**config.mk**
```make
export PLATFORM = sky130hd
export DESIGN_NAME = key_sequencer_flat
export DESIGN_NICKNAME = d
export VERILOG_FILES = /design/src/rtl/key_sequencer_pkg.sv /design/src/rtl/key_sequencer_if.sv /design/src/rtl/key_sequencer_fifo.sv /design/src/rtl/key_sequencer.sv /design/src/flat_wrapper.sv
export SDC_FILE = /design/constraint.sdc
export NUM_CORES = 1
export LEC_CHECK = 0
export ABC_CLOCK_PERIOD_IN_PS = 4700
export CORE_MARGIN = 2
export CORE_UTILIZATION = 50
export DETAILED_ROUTE_END_ITERATION = 8
export GPL_TIMING_DRIVEN = 0
export HOLD_SLACK_MARGIN = 0.1
export PLACE_DENSITY = 0.68
export SYNTH_ARGS = -nofsm -noshare
export SYNTH_HDL_FRONTEND = slang
export SYNTH_SLANG_ARGS = --single-unit
```
**constraint.sdc**
```tcl
create_clock -name clk -period 4.7 [get_ports clk]
set_input_delay 0.705 -clock clk [delete_from_list [all_inputs] [get_ports clk]]
set_output_delay 0.705 -clock clk [all_outputs]
set_load 0.01 [all_outputs]
```
**src/rtl/key_sequencer_pkg.sv**
```systemverilog
// -----------------------------------------------------------------------------
// key_sequencer_pkg
//   Shared types and constants for the PS/2 key sequencing path.
//   - state_e   : sequencer FSM states (IDLE, MAKE, HOLD, BREAK, GAP)
//   - KEY_W     : width of a key code from the typing source
//   - BREAK_BIT : bit of savedByte that flags a break byte
//   - BYTE_W    : width of a byte handed to the PS/2 controller
//   - build_byte: packs break flag and key code into a controller byte
// -----------------------------------------------------------------------------
package key_sequencer_pkg;

    localparam int KEY_W     = 7;
    localparam int BREAK_BIT = 7;
    localparam int BYTE_W    = 8;

    typedef enum logic [2:0] {
        IDLE  = 3'd0,
        MAKE  = 3'd1,
        HOLD  = 3'd2,
        BREAK = 3'd3,
        GAP   = 3'd4
    } state_e;

    // The controller prefixes F0 when the top bit is set, so a break byte
    // is simply the key code with BREAK_BIT raised.
    function automatic logic [BYTE_W-1:0] build_byte(input logic brk,
                                                     input logic [KEY_W-1:0] key);
        logic [BYTE_W-1:0] b;
        b            = {1'b0, key};
        b[BREAK_BIT] = brk;
        return b;
    endfunction

endpackage

```
**src/rtl/key_sequencer_if.sv**
```systemverilog
// -----------------------------------------------------------------------------
// key_sequencer_if
//   Byte handshake between key_sequencer and ps2_controller.
//   - keyReady  : byte request, held until txDone
//   - savedByte : [7]=break flag, [6:0]=key code, stable while keyReady
//   - txDone    : one-cycle pulse, current byte fully sent
//   modport master : sequencer side (drives keyReady/savedByte)
//   modport slave  : controller side (drives txDone)
// -----------------------------------------------------------------------------
interface key_sequencer_if;
    import key_sequencer_pkg::*;

    logic              keyReady;
    logic [BYTE_W-1:0] savedByte;
    logic              txDone;

    modport master (
        output keyReady,
        output savedByte,
        input  txDone
    );

    modport slave (
        input  keyReady,
        input  savedByte,
        output txDone
    );

endinterface

```
**src/rtl/key_sequencer_fifo.sv**
```systemverilog
// -----------------------------------------------------------------------------
// key_fifo
//   Synchronous first-word-fall-through FIFO for queued key codes.
//   Ports:
//   - clk, RST : clock, synchronous active-high reset (empties the FIFO)
//   - push     : write wdata; ignored while full (even with a same-cycle pop)
//   - pop      : drop head entry; ignored while empty
//   - wdata    : entry to write
//   - rdata    : current head entry (valid whenever empty is low)
//   - full     : registered, FIFO holds DEPTH entries
//   - empty    : registered, FIFO holds no entries
// -----------------------------------------------------------------------------
module key_fifo #(
    parameter int DEPTH = 8,
    parameter int WIDTH = 7
) (
    input  logic             clk,
    input  logic             RST,
    input  logic             push,
    input  logic             pop,
    input  logic [WIDTH-1:0] wdata,
    output logic [WIDTH-1:0] rdata,
    output logic             full,
    output logic             empty
);

    localparam int PTR_W = $clog2(DEPTH);
    localparam int CNT_W = PTR_W + 1;

    logic [WIDTH-1:0] mem_q [DEPTH];
    logic [PTR_W-1:0] wr_ptr_q, wr_ptr_d;
    logic [PTR_W-1:0] rd_ptr_q, rd_ptr_d;
    logic [CNT_W-1:0] count_q, count_d;
    logic             full_q, full_d;
    logic             empty_q, empty_d;
    logic             push_ok_s;
    logic             pop_ok_s;

    // Qualify requests and compute next pointers, occupancy and flags.
    always_comb begin
        push_ok_s = push && !full_q;
        pop_ok_s  = pop && !empty_q;

        if (push_ok_s) begin
            wr_ptr_d = wr_ptr_q + PTR_W'(1);
        end else begin
            wr_ptr_d = wr_ptr_q;
        end

        if (pop_ok_s) begin
            rd_ptr_d = rd_ptr_q + PTR_W'(1);
        end else begin
            rd_ptr_d = rd_ptr_q;
        end

        case ({push_ok_s, pop_ok_s})
            2'b10:   count_d = count_q + CNT_W'(1);
            2'b01:   count_d = count_q - CNT_W'(1);
            default: count_d = count_q;
        endcase

        // Flags are registered from the next count so they line up with count_q.
        full_d  = (count_d == CNT_W'(DEPTH));
        empty_d = (count_d == {CNT_W{1'b0}});
    end

    // Pointer, occupancy and flag registers.
    always_ff @(posedge clk) begin
        if (RST) begin
            wr_ptr_q <= {PTR_W{1'b0}};
            rd_ptr_q <= {PTR_W{1'b0}};
            count_q  <= {CNT_W{1'b0}};
            full_q   <= 1'b0;
            empty_q  <= 1'b1;
        end else begin
            wr_ptr_q <= wr_ptr_d;
            rd_ptr_q <= rd_ptr_d;
            count_q  <= count_d;
            full_q   <= full_d;
            empty_q  <= empty_d;
        end
    end

    // Storage array; contents need no reset since empty gates every read.
    always_ff @(posedge clk) begin
        if (push_ok_s) begin
            mem_q[wr_ptr_q] <= wdata;
        end
    end

    assign rdata = mem_q[rd_ptr_q];
    assign full  = full_q;
    assign empty = empty_q;

endmodule

```
**src/rtl/key_sequencer.sv**
```systemverilog
// -----------------------------------------------------------------------------
// key_sequencer
//   Upstream stage of the PS/2 transmit path. Queues key codes and turns each
//   into make byte -> hold delay -> break byte -> inter-key gap, handing every
//   byte to the PS/2 controller over the keyReady/savedByte/txDone handshake.
//   Ports:
//   - clk       : system clock (30 MHz)
//   - RST       : synchronous active-high reset, also aborts an in-flight key
//   - keyIn     : 7-bit key code from the source
//   - keyValid  : one-cycle push strobe for keyIn (accepted in every state)
//   - ps2       : byte handshake towards ps2_controller (master side)
//   - fifoFull  : registered, key FIFO holds DEPTH entries
//   - overflow  : registered one-cycle pulse, a push was dropped while full
// -----------------------------------------------------------------------------
module key_sequencer
    import key_sequencer_pkg::*;
#(
    parameter int DEPTH       = 8,
    parameter int HOLD_CYCLES = 300000,
    parameter int GAP_CYCLES  = 150000
) (
    input  logic             clk,
    input  logic             RST,
    input  logic [KEY_W-1:0] keyIn,
    input  logic             keyValid,
    key_sequencer_if.master  ps2,
    output logic             fifoFull,
    output logic             overflow
);

    localparam int MAX_CYC = (HOLD_CYCLES > GAP_CYCLES) ? HOLD_CYCLES : GAP_CYCLES;
    localparam int CNT_W   = $clog2(MAX_CYC + 1);

    localparam logic [CNT_W-1:0] HOLD_LAST = CNT_W'(HOLD_CYCLES - 1);
    localparam logic [CNT_W-1:0] GAP_LAST  = CNT_W'(GAP_CYCLES - 1);

    state_e            state_q, state_d;
    logic [CNT_W-1:0]  cnt_q, cnt_d;
    logic [KEY_W-1:0]  cur_key_q, cur_key_d;
    logic              key_ready_q, key_ready_d;
    logic [BYTE_W-1:0] saved_byte_q, saved_byte_d;
    logic              overflow_q, overflow_d;

    logic              pop_s;
    logic [KEY_W-1:0]  fifo_rdata_s;
    logic              fifo_full_s;
    logic              fifo_empty_s;

    // The FIFO drops a push on its own when full, so keyValid feeds it directly.
    key_fifo #(
        .DEPTH (DEPTH),
        .WIDTH (KEY_W)
    ) u_fifo (
        .clk   (clk),
        .RST   (RST),
        .push  (keyValid),
        .pop   (pop_s),
        .wdata (keyIn),
        .rdata (fifo_rdata_s),
        .full  (fifo_full_s),
        .empty (fifo_empty_s)
    );

    // Next-state, delay counter and output-register logic of the key FSM.
    always_comb begin
        state_d      = state_q;
        cnt_d        = cnt_q;
        cur_key_d    = cur_key_q;
        key_ready_d  = key_ready_q;
        saved_byte_d = saved_byte_q;
        pop_s        = 1'b0;

        case (state_q)
            IDLE: begin
                // Head of the FIFO is visible before the pop (fall-through).
                if (!fifo_empty_s) begin
                    pop_s        = 1'b1;
                    cur_key_d    = fifo_rdata_s;
                    saved_byte_d = build_byte(1'b0, fifo_rdata_s);
                    key_ready_d  = 1'b1;
                    state_d      = MAKE;
                end else begin
                    state_d = IDLE;
                end
            end

            MAKE: begin
                // txDone may arrive in the first cycle keyReady is high.
                if (ps2.txDone) begin
                    key_ready_d = 1'b0;
                    cnt_d       = {CNT_W{1'b0}};
                    state_d     = HOLD;
                end else begin
                    state_d = MAKE;
                end
            end

            HOLD: begin
                if (cnt_q == HOLD_LAST) begin
                    saved_byte_d = build_byte(1'b1, cur_key_q);
                    key_ready_d  = 1'b1;
                    state_d      = BREAK;
                end else begin
                    cnt_d   = cnt_q + CNT_W'(1);
                    state_d = HOLD;
                end
            end

            BREAK: begin
                if (ps2.txDone) begin
                    key_ready_d = 1'b0;
                    cnt_d       = {CNT_W{1'b0}};
                    state_d     = GAP;
                end else begin
                    state_d = BREAK;
                end
            end

            GAP: begin
                if (cnt_q == GAP_LAST) begin
                    state_d = IDLE;
                end else begin
                    cnt_d   = cnt_q + CNT_W'(1);
                    state_d = GAP;
                end
            end

            default: begin
                // Unreachable encoding: withdraw any request and restart.
                key_ready_d = 1'b0;
                state_d     = IDLE;
            end
        endcase
    end

    // A push strobe that meets a full FIFO is reported one cycle later.
    always_comb begin
        if (keyValid && fifo_full_s) begin
            overflow_d = 1'b1;
        end else begin
            overflow_d = 1'b0;
        end
    end

    // FSM state, delay counter and registered outputs.
    always_ff @(posedge clk) begin
        if (RST) begin
            state_q      <= IDLE;
            cnt_q        <= {CNT_W{1'b0}};
            cur_key_q    <= {KEY_W{1'b0}};
            key_ready_q  <= 1'b0;
            saved_byte_q <= {BYTE_W{1'b0}};
            overflow_q   <= 1'b0;
        end else begin
            state_q      <= state_d;
            cnt_q        <= cnt_d;
            cur_key_q    <= cur_key_d;
            key_ready_q  <= key_ready_d;
            saved_byte_q <= saved_byte_d;
            overflow_q   <= overflow_d;
        end
    end

    assign ps2.keyReady  = key_ready_q;
    assign ps2.savedByte = saved_byte_q;
    assign fifoFull      = fifo_full_s;
    assign overflow      = overflow_q;

endmodule
```
**src/flat_wrapper.sv**
```systemverilog
// flat-port wrapper written by rule: the top's interface ports become plain ports
module key_sequencer_flat import key_sequencer_pkg::*;
#(
    parameter int DEPTH       = 8,
    parameter int HOLD_CYCLES = 300000,
    parameter int GAP_CYCLES  = 150000
)
  (clk, RST, keyIn, keyValid, fifoFull, overflow, ps2_keyReady, ps2_savedByte, ps2_txDone);
  key_sequencer_if ps2_i ();
  input  logic clk;
  input  logic RST;
  input  logic [KEY_W-1:0] keyIn;
  input  logic keyValid;
  output logic fifoFull;
  output logic overflow;
  output wire logic [$bits(ps2_i.keyReady)-1:0] ps2_keyReady;
  output wire logic [$bits(ps2_i.savedByte)-1:0] ps2_savedByte;
  input wire logic [$bits(ps2_i.txDone)-1:0] ps2_txDone;
  assign ps2_keyReady = ps2_i.keyReady;
  assign ps2_savedByte = ps2_i.savedByte;
  assign ps2_i.txDone = ps2_txDone;
  key_sequencer #(.DEPTH(DEPTH), .HOLD_CYCLES(HOLD_CYCLES), .GAP_CYCLES(GAP_CYCLES)) u_core (.clk(clk), .RST(RST), .keyIn(keyIn), .keyValid(keyValid), .ps2(ps2_i), .fifoFull(fifoFull), .overflow(overflow));
endmodule
```
==> results by stage <==
Status:
- The run finished with clean final reports.

Routing:
- The count of nets left with antenna violations once routing finished came out at 0.
- The routed wire length per instance is 16.11 um.
- The routed layout has 2953 vias.
- The total detailed-routing wirelength is 8.442 mm.
- The first-pass iteration count of the detailed router is 4.
- Dividing the detail-routed via count by the number of cells gives 5.635.
- The DRC violation total after the first TritonRoute iteration is 117.
- In the routed design, unresolved DRC markers number 0.

Layout:
- The sequential cells in the finished layout cover a total of 0.002763 mm2.
- The post-layout net count is 424.
- The count of placed standard cells in the final layout, fillers left out is 524.
- The area growth from synthesis to layout is 12.56%.
- The share of final-layout standard cells stronger than drive strength 1 is 0.1065.
- The combined area of the multi-input logic cells is 0.001728 mm2.
- The number of antenna diodes in the final layout is 0.
- The layout has 739 filler cells.

Placed design:
- The cell count after placement is 508.
- Input and output buffers added on the ports amount to 21.
- The placement-stage worst setup slack is 1.380 ns.
- The placed wire-length estimate is 6.109 mm.
- Routability-driven placement finished with a final weighted congestion of 0.9451.

Worst setup path:
- The maximum net fanout on the critical path is 10.
- The depth of the worst register-to-register path is 11.
- Data on the critical path is required at its endpoint by 4.99 ns.
- At the worst endpoint, the arrival time is 3.35 ns.
- The critical path class is reg -> reg.
- The capturing element type of the critical path is a register.
- The startpoint kind of the worst setup timing path is a register.
- In this run the register-to-register setup slack is 1.64 ns.

Logic synthesis:
- The post-synthesis sequential area ratio is 0.6005.
- Synthesis produced 376 cells.
- The number of different library cells used by synthesis comes to 55.
- The average instance in the mapped netlist occupies 12.24 um2.
- Synthesis inferred 110 register bits.
- The post-synthesis instance area is 0.004601 mm2.
- The number of flops mapped to enable cells by yosys is 56.
- The number of nets in the synthesized netlist is 392.
- Among all flip-flop cells after synthesis, the most frequent one is sky130_fd_sc_hd__edfxtp_1.
- Yosys printed 0 warnings.
- Of all flip-flops after synthesis, the portion carrying an async set or reset was 0.

CTS:
- Clock-pin slew was measured on the worst setup and hold paths at 0.12 ns.
- The maximum clock insertion buffer count is 2.
- In this run, post-CTS repair resized a total of 0 instances.
- The buffer type at the clock tree root is sky130_fd_sc_hd__clkbuf_8.
- Buffers added to address setup during post-CTS repair amount to 0.
- The CTS H-tree depth is 3.
- The clock sink count is 110.
- The later-pin clock latency in the skew report is 0.39 ns.
- In this run, post-CTS hold repair placed 0 buffers.
- The TritonCTS clock tree is done.
- The number of clock buffers inserted by TritonCTS is 9.

Floorplan:
- 22 I/O pins were placed.
- For this configuration, the core starts out at a cell density of 0.5075.
- Measured along the y axis, the die boundary spans 99.93 um.
- In this run the horizontal extent of the chip is 99.93 um.
- The floorplan step defined a core boundary enclosing 0.009065 mm2.
- The die outline area is 0.009985 mm2.
- The number of cell rows is 35.

Flow run:
- The tool flagged a number of max-cap violations equal to 0.

STA:
- The final critical-path required period is 3.058 ns.
- At the pin with the least slew margin, the transition time is 1.166 ns.
- The clock arrives with 0.02051 ns of skew.
- The final hold slack is 0.4657 ns.
- The number of setup violations in the final report is 0.
- The final clock period utilization by the worst path is 0.6507.
- The final-report max-slew violation count is 0.
- The maximum operating frequency is 327.0 MHz.
- The hold violation total from the final report is 0.
- Setup repair after global routing left no endpoint under its margin.
- The worst path setup slack after routing is 1.642 ns.
- Adding up every negative setup slack in the final design gives 0 ns.
- The worst pin sits at a relative slew slack of 0.2165.

Pwr:
- Across the VDD grid, the largest voltage drop is 0.1949 mV.
- In this run the static leakage power is 1.693 nW.
- The power per standard cell area is 481.6 mW/mm2.

Global routing:
- In the global route stage, overall resource usage came out at 0.1823.
- The number of antenna violations at the first check in global routing was 0.
- The total grt overflow is 0.
- The wire length of the first global-routing pass is 14.20 mm.
- The via count of the first global-routing pass is 2899.
- The pin count of the biggest net entering global routing is 25.

Min path:
- The worst hold path belongs to the class reg -> reg.
- The worst hold path was traced through 2 stages.
[cell usage after synthesis (3+ instances only)]
| library cell | instances | share of area |
|---|---|---|
| sky130_fd_sc_hd__nand2_1 | 23 | 0.019 |
| sky130_fd_sc_hd__o31ai_1 | 3 | 0.0049 |
| sky130_fd_sc_hd__o2bb2ai_1 | 7 | 0.013 |
| sky130_fd_sc_hd__ha_1 | 5 | 0.014 |
| sky130_fd_sc_hd__nand2b_1 | 6 | 0.0082 |
| sky130_fd_sc_hd__nor2b_1 | 5 | 0.0068 |
| sky130_fd_sc_hd__a31oi_1 | 3 | 0.0041 |
| sky130_fd_sc_hd__dfxtp_1 | 54 | 0.23 |
| sky130_fd_sc_hd__a31o_1 | 4 | 0.0076 |
| sky130_fd_sc_hd__inv_1 | 3 | 0.0024 |
| sky130_fd_sc_hd__xnor2_1 | 8 | 0.015 |
| sky130_fd_sc_hd__or4_1 | 3 | 0.0049 |
| sky130_fd_sc_hd__nor2_1 | 46 | 0.038 |
| sky130_fd_sc_hd__mux4_2 | 14 | 0.069 |
| sky130_fd_sc_hd__nand4b_1 | 3 | 0.0057 |
| sky130_fd_sc_hd__edfxtp_1 | 56 | 0.37 |
| sky130_fd_sc_hd__buf_1 | 5 | 0.0041 |
| sky130_fd_sc_hd__mux2i_1 | 12 | 0.026 |
| sky130_fd_sc_hd__and2_1 | 3 | 0.0041 |
| sky130_fd_sc_hd__a21oi_1 | 25 | 0.027 |
| sky130_fd_sc_hd__xor2_1 | 3 | 0.0057 |
| sky130_fd_sc_hd__nor3_1 | 6 | 0.0065 |
| sky130_fd_sc_hd__nand4_1 | 7 | 0.0095 |
| sky130_fd_sc_hd__o21ai_1 | 6 | 0.0065 |
| sky130_fd_sc_hd__buf_2 | 3 | 0.0033 |
| sky130_fd_sc_hd__a211oi_1 | 9 | 0.015 |
| sky130_fd_sc_hd__and3_1 | 4 | 0.0054 |
| sky130_fd_sc_hd__clkbuf_1 | 11 | 0.0090 |
| sky130_fd_sc_hd__nand3_1 | 4 | 0.0044 |
| sky130_fd_sc_hd__or3_1 | 6 | 0.0082 |
[path summary, 6_finish.rpt]
check | startpoint | to
worst min register to register | u_core.ps2.keyReady | u_core.ps2.keyReady
worst max register to register | u_core.state_q[0] | u_core.u_fifo.full
worst min-delay path | u_core.ps2.keyReady | u_core.ps2.keyReady
worst max-delay path | u_core.state_q[0] | u_core.u_fifo.full
[worst max-delay path: stages (launching register included)]
cell                       delay [ns]
sky130_fd_sc_hd__dfxtp_1         0.38
sky130_fd_sc_hd__or4_1           0.61
sky130_fd_sc_hd__inv_2           0.10
sky130_fd_sc_hd__buf_2           0.23
sky130_fd_sc_hd__buf_1           0.41
sky130_fd_sc_hd__ha_1            0.31
sky130_fd_sc_hd__and4b_1         0.21
sky130_fd_sc_hd__o22ai_1         0.12
sky130_fd_sc_hd__o31a_1          0.15
sky130_fd_sc_hd__nor2_1          0.05
sky130_fd_sc_hd__xnor2_1         0.16
sky130_fd_sc_hd__nor4bb_1        0.25
[layout make-up]
type | count | area share
Buffer | 21 | 0.01812
Clock buffer | 9 | 0.02392
Clock inverter | 7 | 0.01909
Inverter | 6 | 0.004349
Multi-Input combinational cell | 239 | 0.3337
Sequential cell | 110 | 0.5335
Tap cell | 111 | 0.02682
Timing Repair Buffer | 21 | 0.04059
[per-stage QoR]
stage / power, mW / util / area (um2)
after detailed placement: 1.926 / 0.5467 / 4956
after global routing: 2.655 / 0.5713 / 5179
after global placement: 1.905 / 0.5460 / 4950
after floorplan: 1.722 / - / 4601
final: 2.494 / 0.5713 / 5179
after CTS: 2.519 / 0.5713 / 5179
[per-layer routing]
layer	wire [um]	track usage
met5	0	0
met4	112	0.05796
met3	263	0.04596
met2	4330	0.3139
met1	3736	0.2267
[power breakdown]
part           switching, mW  internal [mW]  leakage [nW]  total, mW
clock                  0.372          0.224         0.111      0.597
combinational          0.354          0.324         0.633      0.678
sequential            0.0834           1.14         0.949       1.22
total                  0.809           1.68          1.69       2.49
[cells in the final DEF, fill, tap and decap left out, drive strengths merged, types with 8 or more instances in the layout]
cell and n:
mux4 14, edfxtp 56, clkbuf 20, mux2i 12, clkdlybuf4s50 21, xnor2 8
inv 9, a21oi 25, dfxtp 54, a211oi 9, buf 10, nor2 46
nand2 23
[cells by family after synthesis]
| family | Yosys count | synth area share |
|---|---|---|
| simple gates | 129 | 0.1463 |
| flops | 110 | 0.6005 |
| compound gates | 68 | 0.09872 |
| buf+inv | 27 | 0.02529 |
| mux | 26 | 0.09464 |
| xor+xnor | 11 | 0.02094 |
| fa+ha+maj | 5 | 0.01360 |
[state kept, by name (all words and copies together), names as in the netlist, named ones only]
name	count
u_core.u_fifo.wr_ptr_q	3
u_core.ps2.savedByte	8
u_core.u_fifo.count_q	4
u_core.cnt_q	19
u_core.state_q	3
u_core.u_fifo.full	1
u_core.overflow	1
u_core.u_fifo.mem_q	56
u_core.ps2.keyReady	1
u_core.cur_key_q	7
u_core.u_fifo.rd_ptr_q	3
u_core.u_fifo.empty	1
No activity file was read; power rests on OpenSTA's default activity.
==> RTL change (same settings) <==
Remove the register `overflow_q`: a continuous assignment takes its place, so the output `overflow` follows one clock earlier.
--- a/src/rtl/key_sequencer.sv
+++ b/src/rtl/key_sequencer.sv
@@ -151,5 +151,4 @@
             key_ready_q  <= 1'b0;
             saved_byte_q <= {BYTE_W{1'b0}};
-            overflow_q   <= 1'b0;
         end else begin
             state_q      <= state_d;
@@ -158,7 +157,8 @@
             key_ready_q  <= key_ready_d;
             saved_byte_q <= saved_byte_d;
-            overflow_q   <= overflow_d;
         end
     end
+
+    assign overflow_q = overflow_d;
 
     assign ps2.keyReady  = key_ready_q;
Formal check against the unedited RTL: not equivalent (a bounded check fails within 10 cycles, from zero or initial values and one cycle with RST high).
==> RTL change against the unedited design <==
  * Routed wire length is 3.8% higher
  * Combinational power grew 11%
  * Die area is 0.81% lower
  * Largest power group unchanged
  * Final area is 0.85% lower
  * Highest routed layer unchanged
  * Sequential cell count fell by 1
  * Power rose by 2.6%
  * Setup slack lost 0.059 ns
  * Area after synthesis shrank 0.84%
==> RTL change: results <==
export IMPL_status="finished clean"
export IMPL_grt_max_degree=24
export IMPL_worst_slew_pin_slew_ns=1.13
export IMPL_peakVddDrop_v=0.000236
export IMPL_place_gp_congestion=0.870
export IMPL_whs_endpoint="u_core.ps2.savedByte[0]"
export IMPL_synthMuxAreaShare=0.0911
export IMPL_grt_pass1_vias=2895
export IMPL_critical_path_max_fanout=10
export IMPL_rrSetupSlack_ns=1.58
export IMPL_grt_first_pass_wirelength_um=14500
export IMPL_syn_num_nets=396
export IMPL_grt_use_total=0.189
export IMPL_cts_root_buf="clkbuf_8"
export IMPL_clkTransAtPathRegs_ns=0.12
export IMPL_synth_seq_area_share=0.601
export IMPL_met2_length_um=4250
export IMPL_hold_class="flip-flop to flip-flop"
export IMPL_cts_resized=0
export IMPL_synthArstFlopShare=0
export IMPL_port_buffers=21
export IMPL_first_iter_violations=184
export IMPL_antenna_found_initial=0
export IMPL_n_fill_cell=743
export IMPL_postSynthCellCount=380
export IMPL_ff2ff_path_depth=10
export IMPL_htree_levels=3
export IMPL_wl_met1_um=4070
export IMPL_numCtsBuffers=9
export IMPL_slowest_stage="clkbuf_1"
export IMPL_synth_compound_area_share=0.0897
export IMPL_wl_met3_um=370
export IMPL_synth_area_leaders="edfxtp_1, dfxtp_1, mux4_2, a21oi_1, nor2_1"
export IMPL_critPathMaxStageDelay_ns=0.45
export IMPL_nNetsFinal=429
export IMPL_fin_skew_ns=0.0177
export IMPL_max_flop_register="u_core.u_fifo.mem_q"
export IMPL_leakage_nw=1.64
export IMPL_synthTopCellsByCount="edfxtp_1, dfxtp_1, nor2_1"
export IMPL_dp_hpwl_um=6180
export IMPL_firstDrtPassIters=4
export IMPL_wl_um=8770
export IMPL_reg2reg_from="u_core.state_q[0]"
export IMPL_synth_fa_ha_area_frac=0.0137
export IMPL_pre_cts_slack_ns=1.41
export IMPL_synth_xor_area_frac=0.0192
export IMPL_drive_above_1_share=0.110
export IMPL_drc_errors=0
export IMPL_hold_depth=2
export IMPL_clockBufferDepth=2
export IMPL_vias_per_cell=5.78
export IMPL_synthDistinctLibCells=50
export IMPL_dpl_cell_area_um2=4920
export IMPL_fin_cells=526
export IMPL_min_from="u_core.ps2.savedByte[0]"
export IMPL_startpoint_type="flip-flop"
export IMPL_largest_reg_flops=56
export IMPL_placed_cells=510
==> RTL change: cell types whose count changed after synthesis, sizes merged, moves of 3 or more <==
| cell | delta |
|---|---|
| a21oi | +4 |
| clkbuf | -3 |
| o21ai | +18 |
| inv | -3 |
| nand3 | +3 |
| o2bb2ai | -7 |
| nor2 | -8 |
| or3 | +7 |
| nand2 | +6 |
| a31o | -4 |
==> RTL change: layout make-up <==
class | instances | area, µm² | area share
Sequential cell | 109 | 2740 | 0.534
Inverter | 3 | 11.3 | 0.00219
Multi-Input combinational cell | 251 | 1740 | 0.339
Clock buffer | 9 | 124 | 0.0241
Timing Repair Buffer | 22 | 218 | 0.0424
Buffer | 17 | 72.6 | 0.0141
Tap cell | 108 | 135 | 0.0263
Clock inverter | 7 | 90.1 | 0.0175
==> RTL change: worst max path at each step <==
stage / endpoint / slack [ns] / cells past startpoint
after floorplan: u_core.u_fifo.full / 2.08 / 10
after global placement: u_core.u_fifo.mem_q[0][5] / 1.32 / 4
after detailed placement: u_core.u_fifo.full / 1.41 / 10
after CTS: u_core.u_fifo.full / 1.57 / 10
after global routing: u_core.u_fifo.full / 1.33 / 10
final: u_core.u_fifo.full / 1.58 / 10
==> RTL change: stage by stage <==
step	util	hold slack [ns]
floorplan	-	0.440
global placement	0.557	0.439
detailed placement	0.559	0.448
CTS	0.583	0.475
global route	0.583	0.500
finish	0.583	0.464
==> RTL change: power breakdown <==
part | leakage (nW) | switching (W) | internal [W] | total (W)
Combinational | 0.599 | 0.000403 | 0.000352 | 0.000755
Sequential | 0.940 | 0.0000857 | 0.00113 | 0.00121
Clock | 0.104 | 0.000368 | 0.000222 | 0.000590
==> RTL change: routing by layer <==
layer	global-route usage	vias up
li1	-	1491
met1	0.254	1488
met2	0.313	54
met3	0.0485	7
met4	0.0411	0
met5	0	-
